### config.mk
export PLATFORM = sky130hd
export DESIGN_NAME = program_counter_ra
export DESIGN_NICKNAME = d
export VERILOG_FILES = /design/src/rtl/pcra_pkg.sv /design/src/rtl/pcra_counter.sv /design/src/rtl/program_counter_ra.sv
export SDC_FILE = /design/constraint.sdc
export NUM_CORES = 1
export LEC_CHECK = 0
export CAP_MARGIN = 40
export CORE_ASPECT_RATIO = 1.1
export CORE_UTILIZATION = 50
export DETAILED_ROUTE_END_ITERATION = 10
export HOLD_SLACK_MARGIN = 0.08
export PLACE_DENSITY = 0.86
export SLEW_MARGIN = 30
export SYNTH_ARGS = -nofsm -noshare
export SYNTH_HDL_FRONTEND = slang
export SYNTH_SLANG_ARGS = --single-unit
### constraint.sdc
create_clock -name ClockIn -period 4.5 [get_ports ClockIn]
set_clock_uncertainty 0.05 [all_clocks]
set_input_delay 0.45 -clock ClockIn [delete_from_list [all_inputs] [get_ports ClockIn]]
set_output_delay 0.45 -clock ClockIn [all_outputs]
set_load 0.005 [all_outputs]
### src/rtl/pcra_pkg.sv
// Shared definitions for the program-counter / return-address block:
// default widths, reset vector and the memory-bus arbitration states.
package pcra_pkg;

    localparam int          PCRA_ADDR_W       = 16;
    localparam logic [15:0] PCRA_RESET_VECTOR = 16'h0000;

    typedef enum logic [1:0] {
        FETCH   = 2'd0,
        DRAIN   = 2'd1,
        GRANTED = 2'd2
    } bus_state_e;

endpackage

### src/rtl/pcra_counter.sv
// One PCRA register: load beats increment beats hold. wrap_o flags an
// increment that actually takes effect this cycle while the register is all-ones.
module pcra_counter
    import pcra_pkg::*;
#(
    parameter int                ADDR_W  = PCRA_ADDR_W,
    parameter logic [ADDR_W-1:0] RST_VAL = {ADDR_W{1'b0}}
) (
    input  logic              clk_i,
    input  logic              rst_ni,
    input  logic              load_i,
    input  logic              inc_i,
    input  logic [ADDR_W-1:0] load_data_i,
    output logic [ADDR_W-1:0] value_o,
    output logic              wrap_o
);

    logic [ADDR_W-1:0] value_q;
    logic [ADDR_W-1:0] value_d;

    // Next-value selection
    always_comb begin
        value_d = value_q;
        if (load_i) begin
            value_d = load_data_i;
        end else if (inc_i) begin
            value_d = value_q + {{(ADDR_W-1){1'b0}}, 1'b1};
        end else begin
            value_d = value_q;
        end
    end

    // Register state
    always_ff @(posedge clk_i or negedge rst_ni) begin
        if (!rst_ni) begin
            value_q <= RST_VAL;
        end else begin
            value_q <= value_d;
        end
    end

    assign value_o = value_q;
    assign wrap_o  = inc_i & ~load_i & (&value_q);

endmodule

### src/rtl/program_counter_ra.sv
// PC/RA register pair with role flip and fetch-bus drain/grant arbitration.
// Optional sticky PC wrap detection is enabled by defining PCRA_WRAP_DETECT_EN.
module program_counter_ra
    import pcra_pkg::*;
#(
    parameter int                ADDR_W       = PCRA_ADDR_W,
    parameter logic [ADDR_W-1:0] RESET_VECTOR = PCRA_RESET_VECTOR
) (
    input  logic              ClockIn,
    input  logic              ResetIn_n,
    input  logic              IncPCRA0,
    input  logic              IncPCRA1,
    input  logic              FlipPCRA,
    input  logic              LoadPC,
    input  logic              LoadRA,
    input  logic [ADDR_W-1:0] LoadData,
    input  logic              BusRequest,
    output logic              BusGrant,
    output logic [ADDR_W-1:0] FetchAddr,
    output logic              FetchValid,
    output logic [ADDR_W-1:0] RAOut,
    output logic              Flags_5_PCRA_Flip,
    output logic              PCWrap
);

    bus_state_e        state_q;
    logic              fetch_valid_q;
    logic              bus_grant_q;
    logic              flip_q;
    logic              inc_en_s;
    logic              load0_s;
    logic              load1_s;
    logic [ADDR_W-1:0] reg0_s;
    logic [ADDR_W-1:0] reg1_s;
    logic              wrap0_s;
    logic              wrap1_s;

    assign inc_en_s = (state_q == FETCH);
    // Loads resolve through the mapping in force before any same-cycle flip.
    assign load0_s  = flip_q ? LoadRA : LoadPC;
    assign load1_s  = flip_q ? LoadPC : LoadRA;

    pcra_counter #(
        .ADDR_W  (ADDR_W),
        .RST_VAL (RESET_VECTOR)
    ) u_reg0 (
        .clk_i       (ClockIn),
        .rst_ni      (ResetIn_n),
        .load_i      (load0_s),
        .inc_i       (IncPCRA0 & inc_en_s),
        .load_data_i (LoadData),
        .value_o     (reg0_s),
        .wrap_o      (wrap0_s)
    );

    pcra_counter #(
        .ADDR_W  (ADDR_W),
        .RST_VAL ({ADDR_W{1'b0}})
    ) u_reg1 (
        .clk_i       (ClockIn),
        .rst_ni      (ResetIn_n),
        .load_i      (load1_s),
        .inc_i       (IncPCRA1 & inc_en_s),
        .load_data_i (LoadData),
        .value_o     (reg1_s),
        .wrap_o      (wrap1_s)
    );

    // Role bit toggles on each flip strobe
    always_ff @(posedge ClockIn or negedge ResetIn_n) begin
        if (!ResetIn_n) begin
            flip_q <= 1'b0;
        end else begin
            flip_q <= flip_q ^ FlipPCRA;
        end
    end

    // Bus arbitration FSM with registered FetchValid/BusGrant
    always_ff @(posedge ClockIn or negedge ResetIn_n) begin
        if (!ResetIn_n) begin
            state_q       <= FETCH;
            fetch_valid_q <= 1'b1;
            bus_grant_q   <= 1'b0;
        end else begin
            case (state_q)
                FETCH: begin
                    if (BusRequest) begin
                        state_q       <= DRAIN;
                        fetch_valid_q <= 1'b0;
                        bus_grant_q   <= 1'b0;
                    end else begin
                        state_q       <= FETCH;
                        fetch_valid_q <= 1'b1;
                        bus_grant_q   <= 1'b0;
                    end
                end
                DRAIN: begin
                    if (BusRequest) begin
                        state_q       <= GRANTED;
                        fetch_valid_q <= 1'b0;
                        bus_grant_q   <= 1'b1;
                    end else begin
                        state_q       <= FETCH;
                        fetch_valid_q <= 1'b1;
                        bus_grant_q   <= 1'b0;
                    end
                end
                GRANTED: begin
                    if (!BusRequest) begin
                        state_q       <= FETCH;
                        fetch_valid_q <= 1'b1;
                        bus_grant_q   <= 1'b0;
                    end else begin
                        state_q       <= GRANTED;
                        fetch_valid_q <= 1'b0;
                        bus_grant_q   <= 1'b1;
                    end
                end
                default: begin
                    state_q       <= FETCH;
                    fetch_valid_q <= 1'b1;
                    bus_grant_q   <= 1'b0;
                end
            endcase
        end
    end

`ifdef PCRA_WRAP_DETECT_EN
    logic pc_wrap_s;
    logic pc_wrap_q;

    assign pc_wrap_s = flip_q ? wrap1_s : wrap0_s;

    // Sticky wrap flag; a PC load clears it
    always_ff @(posedge ClockIn or negedge ResetIn_n) begin
        if (!ResetIn_n) begin
            pc_wrap_q <= 1'b0;
        end else if (LoadPC) begin
            pc_wrap_q <= 1'b0;
        end else if (pc_wrap_s) begin
            pc_wrap_q <= 1'b1;
        end else begin
            pc_wrap_q <= pc_wrap_q;
        end
    end

    assign PCWrap = pc_wrap_q;
`else
    logic unused_wrap_s;

    assign unused_wrap_s = wrap0_s | wrap1_s;
    assign PCWrap        = 1'b0;
`endif

    assign FetchAddr         = flip_q ? reg1_s : reg0_s;
    assign RAOut             = flip_q ? reg0_s : reg1_s;
    assign FetchValid        = fetch_valid_q;
    assign BusGrant          = bus_grant_q;
    assign Flags_5_PCRA_Flip = flip_q;

endmodule

# After elaboration in Yosys (flattened, before gate mapping)
# Cells that the tools add are included.
# classes
mux	15
add_sub_neg	2
n_eq_ne	2
n_bitwise	3
n_reduce_logical	5
# op_table
operator	n
2-to-1 mux 16 bit	6
adder 16 x 1 -> 16 bit, second input constant	2
2-to-1 mux 1 bit	7
case mux 2 bit (2 select lines)	1
nonzero test 2 bit	2
OR reduction 3 bit	1
bitwise AND 1 bit	2
equality test 2 x 1 -> 1 bit, second input constant	1
equality test 2 bit, second input constant	1
zero test 2 bit	1
2-to-1 mux 2 bit	1
OR reduction 2 bit	1
bitwise XOR 1 bit	1
# totals
output_inout_bits	36
elab_cells	33
regBits	37
input_bits	24

# Logic depth before layout (Yosys ltp)
# logic_depth
ltp_word	4
ltp_mapped	6

# Hierarchy
# Synthesis repeated with hierarchy kept, for this count alone.
# unflattened
hier_cells	261
hier_area_um2	2638.8
# by_module_without_submodules
mod	n_inst	cells_per_inst	area_each_um2
pcra_counter at u_reg1	1	101	928.4
pcra_counter at u_reg0	1	103	913.4
program_counter_ra	1	57	797.0

# Worst setup path after synthesis
# Ideal clock, no wire load.
# synth_path
path_kind	reg-to-output
startpoint	register flip_q (netlist: Flags_5_PCRA_Flip)
endpoint	output FetchAddr[0]
arrival_ns	1.388
path_stages_with_launch	4
slack_ns	2.612
required_ns	4.000
cell_sequence	dfrtp_1 clkbuf_1 clkbuf_1 mux2_2
# synth_between
elab_chain_len	1
# synth_rtl
element	line_no	source
start, declared	program_counter_ra.sv:29	logic flip_q;
start signal, assigned	program_counter_ra.sv:74	flip_q <= flip_q ^ FlipPCRA;
2-to-1 mux 16 bit	program_counter_ra.sv:155	assign FetchAddr = flip_q ? reg1_s : reg0_s;
end, declared	program_counter_ra.sv:19	output logic [ADDR_W-1:0] FetchAddr,
# No other way between the ends.

# Worst setup path in the final report
# layout_path
startpoint	register flip_q (netlist: Flags_5_PCRA_Flip)
endpoint	output RAOut[8]
# layout_between
elab_chain_len	1
# layout_rtl
element	line_no	source
2-to-1 mux 16 bit	program_counter_ra.sv:156	assign RAOut = flip_q ? reg0_s : reg1_s;
end, declared	program_counter_ra.sv:21	output logic [ADDR_W-1:0] RAOut,
# No other way between the ends.

==> impl_metrics.ini <==
[drt]
remaining_drc_errors = 0
vias = 2126
wl_per_cell_um = 14.9
ant_nets = 0
first_pass_iters = 4
post_drt_via_cell_ratio = 5.65
wirelength_um = 5620
drt_iter0_drc = 124

[synthesis]
syn_avg_cell_area_um2 = 8.94
synth-warning-count = 0
synth-seq-cells = 37
synth.cell_area_um2 = 2370
syn_inst = 265
syn-num-nets = 294
yosysSeqAreaShare = 0.391
yosys.area.top_type = dfrtp_1
synth_top_area_share = 0.380
synth_cell_types = 33
netlist_top_cells_area = dfrtp_1 38%, mux2_2 12%, xnor2_1 8.1%

[power_and_ir_drop]
vdd_drop_max_uv = 310
seqPwrFrac = 0.333
p_int_w = 0.00122
p_leak_nw = 1.21
p_switching_w = 0.000726
switching_share = 0.373
p_clk_frac = 0.113
powerDensity_nw_per_um2 = 634
p_comb_frac = 0.554

[timing]
slew_violations = 0
final-setup-viol-count = 0
period_share = 0.543
hold_viol_final = 0
rsz0062_at_grt = no
fin_setup_tns_ns = 0
fmax_ghz = 0.409
slew_headroom = 0.641
worst_pin_slew_ns = 0.539
finalCriticalPeriod_ns = 2.44

[grt]
grt_usage = 0.243
grt_pass1_wl_um = 9050
antenna_found_initial = 0
grt_start_max_net_pins = 47
grt_remaining_overflow = 0
grt_pass1_vias = 2002

[clock_tree]
numCtsBuffers = 5
post-cts-setup-buffers = 0
clkLatencyLatePin_ns = 0.28
clkSlewWorstSetupHoldPaths_ns = 0.07
cts-root-buf = clkbuf_8
cts_max_path_buffers = 2
cts.sinks = 37
cts_repair_resize_count = 0
cts_max_level = 2
cts_tree = done
hold_buffers = 0

[setup_path]
r2r-start = state_q[0]
reg2reg_slack_ns = 2.49
worst_ep_required_time_ns = 4.00
critPathLaunchType = flip-flop
ff2ff_path_depth = 6
crit_type = flip-flop to output port
crit_arrival_ns = 1.94
cp_max_fo = 46
r2r-end = u_reg1.value_o[14]
cp-end-kind = output port

[placement]
place.gp.congestion = 0.846
place_area_um2 = 2990
dp_hpwl_um = 3960
port_buffers = 58
dp_cells = 368

[run_status]
status = finished, final reports clean

[die]
die-width_um = 67.6
initial_core_util = 0.537
dieArea_um2 = 5020
die_h_um = 74.2
core.rowCount = 25
core_area_um2 = 4410
io_pins = 60

[hold_path]
hold_class = input port to asynchronous set/reset pin

[final_layout]
diodes = 0
fin_cells = 376
ff_latch_area_um2 = 927
fill_cells = 350
fin_nets = 350
final_area_um2 = 3070
multiInputGateArea_um2 = 1360
area_delta_synth_final_pct = 29.5
fin_util = 0.695
drive_above_1_share = 0.118

[flow_run]
max_cap_viol_count = 0
kinds of logic (layout without fill, tap and decap cells):
logic type,count (synthesis),after routing,share of synthesized area
compound gates,44,44,0.103
xor+xnor,26,26,0.0961
fa+ha+maj,5,5,0.0264
buf+inv,21,78,0.0349
flops,37,37,0.391
mux,30,30,0.141
other cells,1,1,0.00158
simple gates,101,101,0.206
placed cells by master, fill, tap and decap left out:
cell type and instances:
a21oi_1 1, a221o_1 1, a31o_2 2, a31oi_1 3
and2_1 2, and3_1 1, buf_4 2, clkbuf_1 3
clkbuf_8 5, clkdlybuf4s50_1 58, conb_1 1, dfrtp_1 36
dfstp_2 1, ha_1 5, inv_1 10, mux2_2 26
mux2i_1 4, nand2_1 46, nand2b_1 1, nand3_1 9
nand3_2 1, nand3b_1 1, nand4_1 7, nand4_4 1
nor2_1 11, nor2b_1 1, nor3_1 9, nor4_1 9
o211a_1 1, o21ai_0 35, o31ai_1 1, or3_1 1
or4_1 1, xnor2_1 22, xor2_1 4
state kept, by name (all words and copies together) (netlist names):
name               count
state_q                2
FetchValid             1
u_reg1.value_o        16
BusGrant               1
u_reg0.value_o        16
Flags_5_PCRA_Flip      1
per-layer routing:
| layer | GRT usage | part of all wire | wire length (um) | vias to the layer above |
|---|---|---|---|---|
| met3 | 0.0506 | 0.074 | 416 | 7 |
| met4 | 0.0662 | 0.0098 | 55 | 0 |
| li1 | - | - | - | 1041 |
| met1 | 0.300 | 0.42 | 2360 | 985 |
| met2 | 0.425 | 0.50 | 2780 | 93 |
| met5 | 0 | 0 | 0 | - |
critical path, stage by stage, from the launching register on:
cell and delay [ns]:
dfrtp_1 0.33, buf_4 0.44, mux2_2 0.40, clkdlybuf4s50_1 0.47
how the worst max path moves through the flow:
stage                      startpoint                  to  slack (ns)  cells after the start
global placement             IncPCRA1  u_reg1.value_o[14]        2.37                      5
CTS                 Flags_5_PCRA_Flip            RAOut[8]        2.06                      3
floorplan           Flags_5_PCRA_Flip        FetchAddr[0]        2.61                      3
detailed placement           IncPCRA1  u_reg1.value_o[14]        2.32                      5
global route        Flags_5_PCRA_Flip            RAOut[8]        1.97                      3
finish              Flags_5_PCRA_Flip            RAOut[8]        2.06                      3
layout make-up:
class	instances	area share
clock buffer	8	0.0261
inverter	10	0.0122
timing repair buffer	60	0.194
sequential	37	0.302
multi-input combinational	207	0.443
tap	54	0.0220
stage by stage:
| step | setup WS [ns] | power (W) | hold WS, ns |
|---|---|---|---|
| floorplan | 2.61 | 0.00119 | 0.104 |
| global placement | 2.37 | 0.00168 | 0.525 |
| detailed placement | 2.32 | 0.00173 | 0.545 |
| CTS | 2.06 | 0.00195 | 0.556 |
| global route | 1.97 | 0.00209 | 0.587 |
| finish | 2.06 | 0.00195 | 0.543 |
power by group through the flow:
stage / combinational [W] / sequential [W] / clock (W)
floorplan: 0.000588 / 0.000600 / 0
global placement: 0.00105 / 0.000635 / 0
CTS: 0.00109 / 0.000642 / 0.000224
finish: 0.00108 / 0.000647 / 0.000220
global route: 0.00118 / 0.000666 / 0.000238
detailed placement: 0.00108 / 0.000647 / 0
cells in the mapped netlist, drive strengths merged:
library cell,instances
xnor2,22
conb,1
nand3b,1
and3,1
nand2b,1
clkbuf,10
nor2b,1
a221o,1
nor2,11
dfstp,1
o31ai,1
a31oi,3
nand2,46
nor4,9
nor3,9
inv,10
buf,1
ha,5
or4,1
mux2,26
or3,1
o211a,1
o21ai,35
nand4,8
nand3,10
and2,2
dfrtp,36
xor2,4
mux2i,4
a31o,2
a21oi,1
No activity file was read; power rests on OpenSTA's default activity.
